$ cat src/rtl/settings_ctrl.sv
// rtl/settings_ctrl.sv - game settings editor: pending/committed mode, level, speed with edit FSM
module settings_ctrl #(
  parameter int N_MODES   = 4,
  parameter int N_LEVELS  = 4,
  parameter int N_SPEEDS  = 4,
  parameter int DEF_MODE  = 0,
  parameter int DEF_LEVEL = 0,
  parameter int DEF_SPEED = 0,
  localparam int MW = (N_MODES  > 2) ? $clog2(N_MODES)  : 1,
  localparam int LW = (N_LEVELS > 2) ? $clog2(N_LEVELS) : 1,
  localparam int SW = (N_SPEEDS > 2) ? $clog2(N_SPEEDS) : 1
) (
  input  logic          clk,
  input  logic          rst,
  input  logic          sel_btn,
  input  logic          inc_btn,
  input  logic          dec_btn,
  input  logic          commit,
  input  logic          cancel,
  input  logic          game_busy,
  output logic [MW-1:0] mode,
  output logic [LW-1:0] level,
  output logic [SW-1:0] speed,
  output logic [MW-1:0] pend_mode,
  output logic [LW-1:0] pend_level,
  output logic [SW-1:0] pend_speed,
  output logic [1:0]    edit_field,
  output logic          editing,
  output logic          dirty,
  output logic          cfg_valid,
  output logic          busy_err
);

  typedef enum logic [1:0] {S_IDLE, S_EDIT, S_APPLY} state_t;

  localparam logic [MW-1:0] M_MAX = MW'(N_MODES - 1);
  localparam logic [LW-1:0] L_MAX = LW'(N_LEVELS - 1);
  localparam logic [SW-1:0] S_MAX = SW'(N_SPEEDS - 1);
  localparam logic [MW-1:0] M_DEF = MW'(DEF_MODE);
  localparam logic [LW-1:0] L_DEF = LW'(DEF_LEVEL);
  localparam logic [SW-1:0] S_DEF = SW'(DEF_SPEED);

  state_t        state_q, state_d;
  logic          sel_prev_q, inc_prev_q, dec_prev_q;
  logic          sel_e, inc_e, dec_e;
  logic [MW-1:0] mode_q, mode_d, pmode_q, pmode_d, pmode_up, pmode_dn;
  logic [LW-1:0] level_q, level_d, plevel_q, plevel_d, plevel_up, plevel_dn;
  logic [SW-1:0] speed_q, speed_d, pspeed_q, pspeed_d, pspeed_up, pspeed_dn;
  logic [1:0]    field_q, field_d;
  logic          cfg_valid_q, cfg_valid_d;
  logic          busy_err_q, busy_err_d;

  assign sel_e = sel_btn & ~sel_prev_q;
  assign inc_e = inc_btn & ~inc_prev_q;
  assign dec_e = dec_btn & ~dec_prev_q;

  // Wrap at the field's own N so non-power-of-2 ranges never overflow
  assign pmode_up  = (pmode_q  == M_MAX) ? '0 : pmode_q  + MW'(1);
  assign pmode_dn  = (pmode_q  == '0)    ? M_MAX : pmode_q  - MW'(1);
  assign plevel_up = (plevel_q == L_MAX) ? '0 : plevel_q + LW'(1);
  assign plevel_dn = (plevel_q == '0)    ? L_MAX : plevel_q - LW'(1);
  assign pspeed_up = (pspeed_q == S_MAX) ? '0 : pspeed_q + SW'(1);
  assign pspeed_dn = (pspeed_q == '0)    ? S_MAX : pspeed_q - SW'(1);

  // Next-state and datapath decisions for the IDLE/EDIT/APPLY controller
  always_comb begin
    state_d     = state_q;
    mode_d      = mode_q;
    level_d     = level_q;
    speed_d     = speed_q;
    pmode_d     = pmode_q;
    plevel_d    = plevel_q;
    pspeed_d    = pspeed_q;
    field_d     = field_q;
    cfg_valid_d = 1'b0;
    busy_err_d  = 1'b0;
    case (state_q)
      S_IDLE: begin
        if (sel_e) begin
          if (game_busy) begin
            busy_err_d = 1'b1;
          end else begin
            state_d  = S_EDIT;
            pmode_d  = mode_q;
            plevel_d = level_q;
            pspeed_d = speed_q;
            field_d  = 2'd0;
          end
        end
      end
      S_EDIT: begin
        if (cancel) begin
          state_d  = S_IDLE;
          pmode_d  = mode_q;
          plevel_d = level_q;
          pspeed_d = speed_q;
        end else if (commit) begin
          // Button edges in a commit cycle are dropped, busy or not
          if (game_busy) busy_err_d = 1'b1;
          else           state_d    = S_APPLY;
        end else begin
          // inc/dec act on the field selected before any sel advance this cycle
          if (inc_e != dec_e) begin
            case (field_q)
              2'd0:    pmode_d  = inc_e ? pmode_up  : pmode_dn;
              2'd1:    plevel_d = inc_e ? plevel_up : plevel_dn;
              2'd2:    pspeed_d = inc_e ? pspeed_up : pspeed_dn;
              default: ;
            endcase
          end
          if (sel_e) field_d = (field_q == 2'd2) ? 2'd0 : field_q + 2'd1;
        end
      end
      S_APPLY: begin
        mode_d      = pmode_q;
        level_d     = plevel_q;
        speed_d     = pspeed_q;
        cfg_valid_d = 1'b1;
        state_d     = S_IDLE;
      end
      default: state_d = S_IDLE;
    endcase
  end

  // State, settings and button history; history resets high so held buttons give no edge
  always_ff @(posedge clk or posedge rst) begin
    if (rst) begin
      state_q     <= S_IDLE;
      sel_prev_q  <= 1'b1;
      inc_prev_q  <= 1'b1;
      dec_prev_q  <= 1'b1;
      mode_q      <= M_DEF;
      level_q     <= L_DEF;
      speed_q     <= S_DEF;
      pmode_q     <= M_DEF;
      plevel_q    <= L_DEF;
      pspeed_q    <= S_DEF;
      field_q     <= 2'd0;
      cfg_valid_q <= 1'b0;
      busy_err_q  <= 1'b0;
    end else begin
      state_q     <= state_d;
      sel_prev_q  <= sel_btn;
      inc_prev_q  <= inc_btn;
      dec_prev_q  <= dec_btn;
      mode_q      <= mode_d;
      level_q     <= level_d;
      speed_q     <= speed_d;
      pmode_q     <= pmode_d;
      plevel_q    <= plevel_d;
      pspeed_q    <= pspeed_d;
      field_q     <= field_d;
      cfg_valid_q <= cfg_valid_d;
      busy_err_q  <= busy_err_d;
    end
  end

  assign mode       = mode_q;
  assign level      = level_q;
  assign speed      = speed_q;
  assign pend_mode  = pmode_q;
  assign pend_level = plevel_q;
  assign pend_speed = pspeed_q;
  assign edit_field = field_q;
  assign editing    = (state_q == S_EDIT);
  assign dirty      = editing && ((pmode_q != mode_q) || (plevel_q != level_q) ||
                                  (pspeed_q != speed_q));
  assign cfg_valid  = cfg_valid_q;
  assign busy_err   = busy_err_q;

endmodule

$ cat config.mk
export PLATFORM = sky130hd
export DESIGN_NAME = settings_ctrl
export DESIGN_NICKNAME = d
export VERILOG_FILES = /design/src/rtl/settings_ctrl.sv
export SDC_FILE = /design/constraint.sdc
export NUM_CORES = 1
export LEC_CHECK = 0
export CORE_MARGIN = 3
export CORE_UTILIZATION = 45
export DETAILED_ROUTE_END_ITERATION = 10
export GPL_TIMING_DRIVEN = 0
export PLACE_DENSITY = 0.76
export SLEW_MARGIN = 0
export SYNTH_ARGS = -nofsm -noshare
export SYNTH_HDL_FRONTEND = slang
export SYNTH_SLANG_ARGS = --single-unit
$ cat constraint.sdc
create_clock -name clk -period 2.6 [get_ports clk]
set_input_delay 0.78 -clock clk [delete_from_list [all_inputs] [get_ports clk]]
set_output_delay 0.78 -clock clk [all_outputs]
set_load 0.005 [all_outputs]
---- Word-level counts from Yosys, hierarchy flattened ----
Cells that the tools add are included.
word-level totals
  word-level logic and storage cells ...... 112
  flip-flop bits (word level) ............. 21
  bits of input ports ..................... 8
  output and inout port bits .............. 18
cells by class
  equal/unequal tests ..................... 23
  add/subtract/negate cells ............... 7
  reduce and logical (&&, ||, !) cells .... 14
  mux-type cells .......................... 49
  bitwise gates (word level) .............. 6
operators with widths
  cell                 count
  $mux 2               38
  $reduce_and 6->1     4
  $pmux 2 s2           5
  $ne 3x2->1 const B   4
  $eq 2x2->1 const B   5
  $logic_not 2->1      5
  $ne 3x3->1 const B   3
  $add 2x1->2 const B  4
  $ne 2x2->1 const B   4
  $ne 2x2->1           3
  $sub 2x1->2 const B  3
  $mux 1               5
  $eq 2x1->1 const B   2
  $reduce_and 4->1     1
  $and 1x1->1          3
  $not 1->1            3
  $logic_or 1x1->1     2
  $ne 2x1->1 const B   1
  $pmux 1 s2           1
  $reduce_bool 2->1    1
  $logic_and 1x1->1    1
  $ne 1x1->1           1

---- Depth between registers and ports, before layout ----
Gate-level depths: netlist of the first run.
  word-level depth ........................ 8
  mapped depth ............................ 6
  depth with buffers taken out ............ 6

---- Worst setup path before layout of the first run ----
Ideal clock, no wire load.
  path kind ............................... input -> register
  start ................................... in cancel
  end ..................................... reg pmode_q[0] (netlist: pend_mode[0])
  setup time .............................. 0.066 ns
  path buffers ............................ 1
  path slack .............................. 0.460 ns
  arrival ................................. 2.075 ns
  required time ........................... 2.534 ns
  stages on the path ...................... 5
  cell sequence ........................... or2_0 > buf_6 > or4_4 > a2111oi_4 > a221o_1
between the ends
  word-level cells in the longest chain between the ends .. 2
  elaborated cells between the ends (all ways) .. 6
  those cells by class .................... 3 x eq/ne; 2 x mux; 1 x reduce/logical
ends and longest elaborated chain
  what                                                      RTL line  RTL
  start, declared                                           19        input logic cancel,
  $ne 3x2->1 (no line), or another cell as far along        --
  $reduce_and 6->1 (no line) or $pmux 2 s2 (tied branches)  --
  end signal, assigned                                      149       pmode_q <= pmode_d;
  end, declared                                             46        logic [MW-1:0] mode_q, mode_d, pmode_q, pmode_d, pmode_up, pmode_dn;
Several ways; a longest one is shown, not always the timed one.
A chain may end at the register's enable or synchronous reset.

---- Worst setup path in the final report of the first run ----
  start ................................... in inc_btn
  end ..................................... reg pmode_q[0] (netlist: pend_mode[0])
between the ends
  word-level cells in the longest chain between the ends .. 7
  elaborated cells between the ends (all ways) .. 10
  those cells by class .................... 2 x eq/ne; 6 x mux; 1 x bitwise; 1 x reduce/logical
ends and longest elaborated chain
  what             RTL line  RTL
  start, declared  16        input logic inc_btn,
  $and 1x1->1 (*)  54        assign inc_e = inc_btn & ~inc_prev_q;
  $mux 2           105       2'd0: pmode_d = inc_e ? pmode_up : pmode_dn;
  $mux 2           104       case (field_q)
  $mux 2           103       if (inc_e != dec_e) begin
  $mux 2           97        end else if (commit) begin
  $mux 2           92        if (cancel) begin
  $pmux 2 s2       77        case (state_q)
Every way passes the cells marked *; elsewhere a longest branch is shown, timed or not. The select of a mux whose other input is x is not followed.

==> run metrics, run 1 <==
synth unique cells 37; Lkg Pwr 0.0007176 uW; # clock sinks 21; I/O Buffers 25; Synth Register Bits 21; Worst Skew 0.009222 ns; largest net degree at the start of global routing 22; maximum vdd drop 0.0004231 V; antenna violations before repair 0; status finished, final reports clean; DR pass1 iterations 4; Placement Rows 18; Filler cells 210; max cap viols 0; Die Y 57.56 um; count leader, synth dfrtp_1; worst setup margin 0.07856 ns; DR WL/cell 14.44 um; DR iter-0 viols 26; clk buf depth 2; async set or reset register ratio after synthesis 1.000; synthesized area 1196 sq um; P&R area growth vs syn 32.43%; max-slew violations 0; Synthesis Warnings 0; CP peak stage delay 0.49 ns; CTS Hold Bufs 0; largest area contributor in the netlist dfrtp_1; via count 937; total I/O pin count 26; dpl cell area 1484 sq um; Pwr Density 577.4 nW/um^2; fin area 1584 sq um; first-pass GRT wire length 4.215 mm; period utilization 0.9698; Worst Path Max Fanout 5; crit path DAT 2.76 ns; endpoint class of the critical path register; final setup fails 0; EDFF count, synth 0; total CTS buffers 3; Startpoint Class input pin; max_slew headroom 0.4733; worst slack at placement -0.3041 ns; core box area 2500 sq um; share of the synthesized area in the top cell type 0.3766; CP Cell Sequence clkdlybuf4s50_1 -> and2b_1 -> xnor2_1 -> or4_4 -> a2111oi_4 -> a221o_1; Post-Synthesis Mean Instance Area 10.87 sq um; H-tree Lvls 1; Residual DRC 0; grt ovf 0; dpl cells 165; Setup TNS 0 ns; kind of critical path in2reg; Reg clk slew, reported paths 0.12 ns; RSZ-0062 raised after global routing false; All-Layer GR Usage 0.1646; TritonCTS clock tree yes; Most used DFF post-synth dfrtp_1; syn_nets 124; Final ANT Viol Nets 0; clk_lat worst skew 0.30 ns; DRT Wirelength 2.542 mm; Post-Syn Instances 110; ANT cells 0; share of cells above drive strength 1 0.2055; Reg area 534.3 sq um; dpl hpwl 1.854 mm; CP max stage cell clkdlybuf4s50_1; Starting Density 0.4785; worst slew pin tran 0.7892 ns; Final Non-Filler Cells 176; Hold Violations, Final 0; synth top area cells dfrtp_1, dfstp_2, ha_1; vias in the first global route 894; CTS root buf clkbuf_4; Die X 57.56 um; Fmax achieved 396.6 MHz; sequential share of the synthesized area 0.4425; most instantiated cells after synthesis dfrtp_1, inv_1, a21oi_1; DIE AREA 3313 sq um; GP Congestion 0.8182; routed vias/inst 5.324; minimum clock period 2.521 ns; Data required, critical path 2.84 ns; HP Class reg2reg; fin util 0.6336; footprint of the multi-input gates 626.9 sq um; Final nets 161
-- routing by layer --
| layer | vias up | wire length [um] | part of all wire | track usage |
|---|---|---|---|---|
| met5 | - | 0 | 0 | 0 |
| met4 | 0 | 18 | 0.0071 | 0.05960 |
| met3 | 2 | 72 | 0.028 | 0.02036 |
| met2 | 16 | 1329 | 0.52 | 0.2806 |
| met1 | 450 | 1121 | 0.44 | 0.2132 |
| li1 | 469 | - | - | - |
-- area by class of cell --
type                            count  area share
Inverter                            9     0.02133
Multi-Input combinational cell     77      0.3957
Timing Repair Buffer               32      0.1927
Clock buffer                        3     0.01422
Sequential cell                    21      0.3373
Clock inverter                      1    0.003160
Tap cell                           30     0.02370
Buffer                              3     0.01185
-- state kept, by name (all words and copies together), names as in the netlist --
register / flops
speed: 2
pend_mode: 2
state_q: 2
busy_err: 1
pend_speed: 2
edit_field: 2
sel_prev_q: 1
inc_prev_q: 1
pend_level: 2
dec_prev_q: 1
level: 2
mode: 2
cfg_valid: 1
-- layout by cell type (no fill, tap or decap), drive strengths merged, types with 2 or more instances in the layout --
cell type,n
clkdlybuf4s50,24
dfrtp,18
inv,9
buf,8
a21oi,7
mux2,6
xnor2,6
ha,6
o21ai,5
clkbuf,5
nor2,4
xor2,4
nand2b,4
nor4,4
o31ai,3
a221o,3
dfstp,3
and2b,2
nor2b,2
a21o,2
and2,2
nor3,2
-- cells by family after synthesis --
kind of cell	synth area share
flip-flops	0.4425
adder cells (fa/ha/maj)	0.06276
AND/OR/NAND/NOR	0.1496
buffers and inverters	0.04393
AO/OA/AOI/OAI	0.1632
multiplexers	0.06485
XOR/XNOR	0.07322
-- what timing repair did --
| item | 4_1_cts | 5_1_grt |
|---|---|---|
| endpoints found under the setup margin | 1 | 3 |
| gates resized for setup | 3 | 4 |
| setup buffers | 3 | 4 |
| pin swaps | 1 | 1 |
-- final timing paths --
| path | startpoint | to | slack [ns] | cells after the start |
|---|---|---|---|---|
| setup / recovery | inc_btn | pend_mode[0]$_DFFE_PP0P_ | 0.08 | 6 |
| hold / removal | state_q[1]$_DFFE_PP0P_ | state_q[0]$_DFFE_PP0P_ | 0.53 | 1 |
| setup reg to reg | inc_prev_q$_DFF_PP1_ | pend_mode[0]$_DFFE_PP0P_ | 0.53 | 5 |
| hold reg to reg | state_q[1]$_DFFE_PP0P_ | state_q[0]$_DFFE_PP0P_ | 0.53 | 1 |
| max in group asynchronous | rst | pend_mode[0]$_DFFE_PP0P_ | 1.14 | 2 |
| min in group asynchronous | rst | state_q[0]$_DFFE_PP0P_ | 0.91 | 2 |
-- report_power, final --
group          switching (uW)  total, uW  internal (uW)  leakage [uW]
Clock                    98.1        155           57.3     0.0000177
Sequential               53.9        426            372      0.000268
Combinational             139        333            194      0.000432
Total                     291        915            624      0.000718
-- worst max-delay path, delay by kind of cell --
kind                   cells  cell delay [ns]
buffers and inverters      1             0.49
AND/OR/NAND/NOR            2             0.80
AO/OA/AOI/OAI              2             0.48
XOR/XNOR                   1             0.20
-- per-stage QoR --
stage / hold slack, ns / power, uW
after floorplan: 0.4607 / 585.2
after global placement: 0.4939 / 711.4
after detailed placement: 0.5024 / 725.3
after CTS: 0.5246 / 912.6
after global routing: 0.5595 / 983.1
final: 0.5252 / 914.6
Note: power is estimated with default switching activity, not from simulation.
==> inputs of run 2 (changes only) <==
Settings changed: SKIP_CTS_REPAIR_TIMING set to 1.
==> run metrics, run 2 (same netlist as run 1, synthesis figures left out) <==
period utilization 0.9879 (was 0.9698); minimum clock period 2.568 ns (was 2.521 ns); total I/O pin count 26 (unchanged); vias in the first global route 876 (was 894); DIE AREA 3313 sq um (unchanged); core box area 2500 sq um (unchanged); total CTS buffers 3 (unchanged); max-slew violations 0 (unchanged); I/O Buffers 25 (unchanged); Starting Density 0.4785 (unchanged); routed vias/inst 5.308 (was 5.324); footprint of the multi-input gates 626.9 sq um (unchanged); ANT cells 0 (unchanged); H-tree Lvls 1 (unchanged); clk_lat worst skew 0.30 ns (about the same); Placement Rows 18 (unchanged); DR WL/cell 14.53 um (was 14.44 um); crit path DAT 1.79 ns (was 2.76 ns); most common cell after layout, fill and taps aside clkdlybuf4s50_1 (unchanged); HP Class reg2reg (unchanged); max cap viols 0 (unchanged); TritonCTS clock tree yes (unchanged); antenna violations before repair 0 (unchanged); dpl hpwl 1.854 mm (unchanged); commonest cells after routing, fill and taps aside clkdlybuf4s50_1, dfrtp_1, inv_1 (unchanged); Die Y 57.56 um (unchanged); DR pass1 iterations 4 (unchanged); Data required, critical path 1.82 ns (was 2.84 ns); Pwr Density 575.3 nW/um^2 (was 577.4 nW/um^2); kind of critical path reg2out (was in2reg); Fmax achieved 389.3 MHz (was 396.6 MHz); grt ovf 0 (unchanged); Final nets 157 (was 161); GP Congestion 0.8182 (unchanged); DRT Wirelength 2.500 mm (was 2.542 mm); Final ANT Viol Nets 0 (unchanged); CTS root buf clkbuf_4 (unchanged); DR iter-0 viols 25 (was 26); max_slew headroom 0.4785 (was 0.4733); Setup TNS 0 ns (unchanged); fin util 0.6196 (was 0.6336); P&R area growth vs syn 29.50% (was 32.43%); Worst Skew 0.008956 ns (was 0.009222 ns); Filler cells 220 (was 210); worst slew pin tran 0.7814 ns (was 0.7892 ns); largest net degree at the start of global routing 22 (unchanged); Reg clk slew, reported paths 0.12 ns (about the same); Startpoint Class register (was input pin); Hold Violations, Final 0 (unchanged); Lkg Pwr 0.0006826 uW (was 0.0007176 uW); Residual DRC 0 (unchanged); final setup fails 0 (unchanged); Reg area 531.8 sq um (was 534.3 sq um); first-pass GRT wire length 4.084 mm (was 4.215 mm); All-Layer GR Usage 0.1595 (was 0.1646); Worst Path Max Fanout 4 (was 5); Die X 57.56 um (unchanged); # clock sinks 21 (unchanged); RSZ-0062 raised after global routing true (was false); status finished, final reports clean (unchanged); share of cells above drive strength 1 0.1690 (was 0.2055); via count 913 (was 937); maximum vdd drop 0.0003913 V (was 0.0004231 V); endpoint class of the critical path primary output (was register); clk buf depth 2 (unchanged)
run 2: routing by layer:
metal / track usage / wire length (um) / vias to the layer above / share of wire
met4: 0.05960 / 18 / 0 / 0.0072
met2: 0.2710 / 1335 / 14 / 0.53
met3: 0.02036 / 72 / 2 / 0.029
met5: 0 / 0 / - / 0
met1: 0.2060 / 1073 / 440 / 0.43
li1: - / - / 457 / -
run 2: path summary, 6_finish.rpt:
| check | from | to | slack, ns | cells past startpoint |
|---|---|---|---|---|
| max reg2reg | inc_prev_q$_DFF_PP1_ | pend_mode[0]$_DFFE_PP0P_ | 0.53 | 5 |
| min reg2reg | state_q[1]$_DFFE_PP0P_ | state_q[0]$_DFFE_PP0P_ | 0.52 | 1 |
| min in group asynchronous | rst | state_q[0]$_DFFE_PP0P_ | 0.91 | 2 |
| max | mode[0]$_DFFE_PP0P_ | dirty | 0.03 | 4 |
| max in group asynchronous | rst | pend_mode[0]$_DFFE_PP0P_ | 1.15 | 2 |
| min | state_q[1]$_DFFE_PP0P_ | state_q[0]$_DFFE_PP0P_ | 0.52 | 1 |
run 2: cell type report:
cell class,count,share of cell area
tap,30,0.02423
timing repair buffer,28,0.1761
clock buffer,3,0.01454
multi-input combinational,77,0.4047
buffer,3,0.01212
sequential,21,0.3433
clock inverter,1,0.003231
inverter,9,0.02181
run 2: through the flow:
| step | total power [uW] | hold slack (ns) | std cells | area [sq um] | worst slack (ns) |
|---|---|---|---|---|---|
| after floorplan | 585.2 | 0.4607 | 110 | 1196 | 0.4595 |
| after global placement | 711.4 | 0.4939 | 165 | 1484 | -0.2184 |
| after detailed placement | 725.3 | 0.5024 | 165 | 1484 | -0.3041 |
| after CTS | 885.9 | 0.5246 | 169 | 1511 | -0.08730 |
| after global routing | 958.3 | 0.5591 | 172 | 1549 | -0.09220 |
| final | 891.2 | 0.5228 | 172 | 1549 | 0.03153 |
run 2: worst max-delay path, stage by stage (launching register included):
cell             delay, ns
dfrtp_1               0.43
xor2_1                0.18
nor4_2                0.30
a31oi_1               0.11
clkdlybuf4s50_1       0.47
run 2: report_power, final:
part / leakage [uW] / switching (uW) / total (uW) / internal (uW)
Combinational: 0.000395 / 124 / 302 / 177
Clock: 0.0000177 / 99.1 / 156 / 57.3
Sequential: 0.000270 / 62.9 / 433 / 370
Total: 0.000683 / 287 / 891 / 605
